### config.mk
export PLATFORM = sky130hd
export DESIGN_NAME = pc_fetch_unit
export DESIGN_NICKNAME = d
export VERILOG_FILES = /design/src/rtl/pc_fetch_unit.sv
export SDC_FILE = /design/constraint.sdc
export NUM_CORES = 1
export LEC_CHECK = 0
export BUFFER_PORTS_ARGS = -buffer_cell sky130_fd_sc_hd__buf_2
export CAP_MARGIN = 10
export CELL_PAD_IN_SITES_DETAIL_PLACEMENT = 0
export CELL_PAD_IN_SITES_GLOBAL_PLACEMENT = 1
export CORE_MARGIN = 2
export CORE_UTILIZATION = 48
export CTS_CLUSTER_DIAMETER = 100
export DETAILED_ROUTE_END_ITERATION = 7
export GPL_ROUTABILITY_DRIVEN = 0
export PLACE_DENSITY = 0.78
export SLEW_MARGIN = 20
export SYNTH_ARGS = -nofsm -noshare
export SYNTH_HDL_FRONTEND = slang
export SYNTH_SLANG_ARGS = --single-unit
### constraint.sdc
create_clock -name clk -period 4.8 [get_ports clk]
set_clock_uncertainty 0.15 [all_clocks]
set_input_delay 0.24 -clock clk [delete_from_list [all_inputs] [get_ports clk]]
set_output_delay 0.24 -clock clk [all_outputs]
set_load 0.1 [all_outputs]
### src/rtl/pc_fetch_unit.sv
// pc_fetch_unit: program counter, instruction register and return-address
// stack for the 19-bit CPU. Resolves JMP, BEQ, BNE, CALL and RET locally.
// Optional build macro: PC_STACK_CHECK_EN (guards CALL-on-full and RET-on-empty,
// raising sticky overflow/underflow flags). Without it the stack pointer wraps.
module pc_fetch_unit #(
    parameter int unsigned ADDR_W      = 14,
    parameter int unsigned STACK_DEPTH = 8,
    parameter int unsigned RESET_PC    = 0
) (
    input  logic                               clk,
    input  logic                               reset,
    input  logic                               pc_enable,
    input  logic [1:0]                         pc_sel,
    input  logic                               load_ir,
    input  logic                               zero_flag,
    input  logic [18:0]                        imem_rdata,
    output logic [ADDR_W-1:0]                  imem_addr,
    output logic [ADDR_W-1:0]                  pc,
    output logic [18:0]                        ir,
    output logic [4:0]                         opcode,
    output logic [$clog2(STACK_DEPTH):0]       stack_level,
    output logic                               stack_overflow,
    output logic                               stack_underflow
);

    localparam int unsigned PTR_W = $clog2(STACK_DEPTH);
    localparam int unsigned LVL_W = PTR_W + 1;
    localparam logic [LVL_W-1:0]  LEVEL_FULL = LVL_W'(STACK_DEPTH);
    localparam logic [ADDR_W-1:0] PC_INIT    = ADDR_W'(RESET_PC);

    localparam logic [4:0] OP_CALL = 5'b10000;
    localparam logic [4:0] OP_BEQ  = 5'b01110;
    localparam logic [4:0] OP_BNE  = 5'b01111;

    localparam logic [1:0] SEL_INC  = 2'b00;
    localparam logic [1:0] SEL_JUMP = 2'b01;
    localparam logic [1:0] SEL_BR   = 2'b10;
    localparam logic [1:0] SEL_RET  = 2'b11;

    logic [ADDR_W-1:0] pc_q, pc_d;
    logic [18:0]       ir_q, ir_d;
    logic [LVL_W-1:0]  level_q, level_d;
    logic              ovf_q, ovf_d;
    logic              unf_q, unf_d;

    logic [ADDR_W-1:0] stack_q [STACK_DEPTH];
    logic              push;
    logic [PTR_W-1:0]  wr_ptr;
    logic [PTR_W-1:0]  rd_ptr;
    logic [LVL_W-1:0]  level_m1;
    logic [ADDR_W-1:0] target;
    logic [4:0]        ir_op;

    assign ir_op    = ir_q[18:14];
    assign target   = ir_q[ADDR_W-1:0];
    assign level_m1 = level_q - LVL_W'(1);
    // Low bits of the level give the wrapped slot; an empty pop reads slot DEPTH-1.
    assign wr_ptr   = level_q[PTR_W-1:0];
    assign rd_ptr   = level_m1[PTR_W-1:0];

    // Next-state decode: branch decisions use the ir held before this edge.
    always_comb begin
        pc_d    = pc_q;
        ir_d    = load_ir ? imem_rdata : ir_q;
        level_d = level_q;
        ovf_d   = ovf_q;
        unf_d   = unf_q;
        push    = 1'b0;
        if (pc_enable) begin
            case (pc_sel)
                SEL_INC: pc_d = pc_q + ADDR_W'(1);
                SEL_JUMP: begin
                    pc_d = target;
                    if (ir_op == OP_CALL) begin
`ifdef PC_STACK_CHECK_EN
                        if (level_q == LEVEL_FULL) begin
                            ovf_d = 1'b1;
                        end else begin
                            push    = 1'b1;
                            level_d = level_q + LVL_W'(1);
                        end
`else
                        push = 1'b1;
                        if (level_q != LEVEL_FULL) level_d = level_q + LVL_W'(1);
`endif
                    end
                end
                SEL_BR: begin
                    if ((ir_op == OP_BEQ && zero_flag) || (ir_op == OP_BNE && !zero_flag))
                        pc_d = target;
                end
                SEL_RET: begin
`ifdef PC_STACK_CHECK_EN
                    if (level_q == '0) begin
                        unf_d = 1'b1;
                    end else begin
                        pc_d    = stack_q[rd_ptr];
                        level_d = level_m1;
                    end
`else
                    pc_d = stack_q[rd_ptr];
                    if (level_q != '0) level_d = level_m1;
`endif
                end
                default: pc_d = pc_q;
            endcase
        end
    end

    // Architectural registers with asynchronous active-high reset.
    always_ff @(posedge clk or posedge reset) begin
        if (reset) begin
            pc_q    <= PC_INIT;
            ir_q    <= '0;
            level_q <= '0;
            ovf_q   <= 1'b0;
            unf_q   <= 1'b0;
        end else begin
            pc_q    <= pc_d;
            ir_q    <= ir_d;
            level_q <= level_d;
            ovf_q   <= ovf_d;
            unf_q   <= unf_d;
        end
    end

    // Stack storage; contents are not reset, only the level is.
    always_ff @(posedge clk) begin
        if (push) stack_q[wr_ptr] <= pc_q;
    end

    assign pc              = pc_q;
    assign imem_addr       = pc_q;
    assign ir              = ir_q;
    assign opcode          = ir_q[18:14];
    assign stack_level     = level_q;
    assign stack_overflow  = ovf_q;
    assign stack_underflow = unf_q;

endmodule

==> results.yml <==
outcome:
  status: "finished, final reports clean"
critical_path:
  crit_arrival_ns: 2.61
  cp_data_required_time_ns: 4.69
  start_kind: "register"
  worstPathMaxFanout: 14
  rr_worst_depth: 4
  crit_type: "register to register"
  endpoint_kind: "register"
finish:
  diodes: 0
  nets: 525
  layout_commonest_cell: "edfxtp_1"
  drive_above_1_share_pct: 34.2
  final_cell_mix: "edfxtp_1, buf_2, dfrtp_1"
  fillers: 1022
  final_util_pct: 58.5
  area_growth_pct: 19.8
timing:
  post-route-min-period_ns: 2.72
  fin_tns_setup_ns: 0
  worst-slew-pin-transition_ns: 1.05
  maxSlewViolCount: 0
  holdWs_ns: 0.127
  rsz0062_at_grt: "no"
  setup_violations: 0
  fin_crit_sh_pct: 56.7
  hold_viol: 0
  relSlewSlack_pct: 30.2
  max_freq_mhz: 367
global_routing:
  grt_max_degree: 38
  grt.total_usage_pct: 21.4
  grtUsageMet1_pct: 30.1
  gr-max-usage-layer: "met2"
  grt_use_met3_pct: 4.80
  use_met2_pct: 33.2
  grt_pass1_wl_mm: 22.3
  antenna_found_initial: 0
  grt_remaining_overflow: 0
  grt_pass1_vias: 3846
floorplan:
  start_util_pct: 48.8
  io_pins: 84
  fp-row-count: 42
  die_w_um: 120
  coreArea_mm2: 0.0131
  die_area_mm2: 0.0143
  die_h_um: 120
clocking:
  cts_max_level: 4
  ctsRootBufferMaster: "clkbuf_16"
  cts_hold_buf: 20
  cts.sinks: 149
  path_clk_slew_ns: 0.06
  post_cts_buffers: 0
  cts_tree: "done"
  cts_buffers: 17
  cts_resized: 0
  clk-insertion-delay-late_ns: 0.42
  clockBufferDepth: 2
logic_synthesis:
  synth_edf_count: 112
  syn_inst: 402
  ys.flop_type: "edfxtp_1"
  ys_seq_area_share_pct: 66.9
  post_synth.cell_area_avg_um2: 15.9
  async_reset_ff_share_pct: 24.8
  synth_cell_type_count: 48
  ys_ff_latch: 149
  yosysWarnings: 0
  syn_area_mm2: 0.00641
drt:
  via_per_inst: 5.69
  wl_mm: 14.4
  wl_per_cell_um: 21.3
  ant_nets: 0
  firstDrtPassIters: 4
  drtIter0Drc: 306
  drc_errors: 0
  vias: 3861
placed_design:
  port_buffers: 81
  hpwlAfterDp_mm: 8.65
worst_hold_path:
  holdPathStages: 4
  worstHoldPathType: "input pin to register"
pwr:
  leakage_nw: 2.80
  p_clk_share_pct: 27.5
  p_seq_share_pct: 35.2
  vdd_ir_drop_max_mv: 0.386
  comb_power_share_pct: 37.3
  p_int_w: 0.00293
  netSwitchingFraction_pct: 40.7
  p_sw_w: 0.00201
  cellPowerDensity_mw_per_mm2: 643
run:
  max_cap_viol_count: 0
-- worst max-delay path, stage by stage, from the launching register on --
cell and delay [ns]:
dfrtp_1 0.42, nor4_1 0.45, nand4_1 0.18, or2_2 0.37
nor2_2 0.76
-- synthesized netlist by cell type (3+ instances only) --
| cell | n | share of area [%] |
|---|---|---|
| nor2_1 | 16 | 0.94 |
| dfrtp_1 | 37 | 14 |
| edfxtp_1 | 112 | 52 |
| a221oi_1 | 7 | 0.96 |
| nand2b_1 | 4 | 0.39 |
| a221o_1 | 3 | 0.47 |
| xor2_1 | 3 | 0.41 |
| buf_4 | 23 | 2.7 |
| nor3_1 | 6 | 0.47 |
| xnor2_1 | 3 | 0.41 |
| inv_1 | 9 | 0.53 |
| a22o_1 | 4 | 0.55 |
| mux2_2 | 19 | 3.3 |
| nand2_1 | 20 | 1.2 |
| a21o_1 | 3 | 0.35 |
| nand3_1 | 14 | 1.1 |
| a21oi_1 | 19 | 1.5 |
| and3_1 | 3 | 0.29 |
| ha_1 | 8 | 1.6 |
| clkbuf_1 | 13 | 0.76 |
| nand4_1 | 3 | 0.29 |
| a211oi_1 | 6 | 0.70 |
| o21ai_0 | 10 | 0.78 |
| buf_2 | 3 | 0.23 |
| mux4_2 | 27 | 9.5 |
-- stage by stage --
| step | instance area (um2) | worst slack (ns) | instances | power [W] |
|---|---|---|---|---|
| 2_1_floorplan | 6410 | 1.37 | 403 | 0.00330 |
| 6_report | 7680 | 2.08 | 679 | 0.00494 |
| 4_1_cts | 7680 | 2.02 | 679 | 0.00498 |
| 5_1_grt | 7680 | 1.82 | 679 | 0.00513 |
| 3_5_place_dp | 6870 | 2.02 | 628 | 0.00360 |
| 3_3_place_gp | 6870 | 2.11 | 628 | 0.00359 |
-- metal layers --
metal	wire length [um]	part of all wire (%)
met2	7030	49
met5	0	0
met4	254	1.8
met3	852	5.9
met1	6300	44
-- path summary, 6_finish.rpt --
check,end,slack (ns),startpoint
min in group asynchronous,ir[13],0.34,reset
max in group asynchronous,stack_level[0],3.76,reset
hold reg to reg,stack_level[3],0.38,stack_level[3]
setup reg to reg,stack_q[3][9],2.08,ir[14]
hold / removal,imem_addr[13],0.13,pc_enable
setup / recovery,stack_q[3][9],2.08,ir[14]
-- sequential cells by signal (all words and copies together), names as in the netlist --
signal	count
ir	19
stack_level	4
imem_addr	14
stack_q	112
-- kinds of logic after synthesis --
logic type,synth area share [%]
mux,13.2
simple gates,5.78
compound gates,7.08
xor+xnor,0.820
other cells,0.0585
buf+inv,4.57
flops,66.9
fa+ha+maj,1.56
-- area by class of cell --
class / instances / area [um2] / area share [%]
multi-input combinational: 204 / 1860 / 24.2
clock buffer: 21 / 450 / 5.87
sequential: 149 / 4290 / 55.9
clock inverter: 10 / 156 / 2.04
inverter: 9 / 33.8 / 0.440
tap: 176 / 220 / 2.87
timing repair buffer: 110 / 673 / 8.77
-- power by group through the flow --
stage | clock [W] | sequential (W) | combinational (W)
6_report | 0.00136 | 0.00174 | 0.00184
5_1_grt | 0.00144 | 0.00176 | 0.00193
4_1_cts | 0.00138 | 0.00174 | 0.00186
3_5_place_dp | 0 | 0.00177 | 0.00184
3_3_place_gp | 0 | 0.00175 | 0.00183
2_1_floorplan | 0 | 0.00221 | 0.00109
No activity file was read; power rests on OpenSTA's default activity.
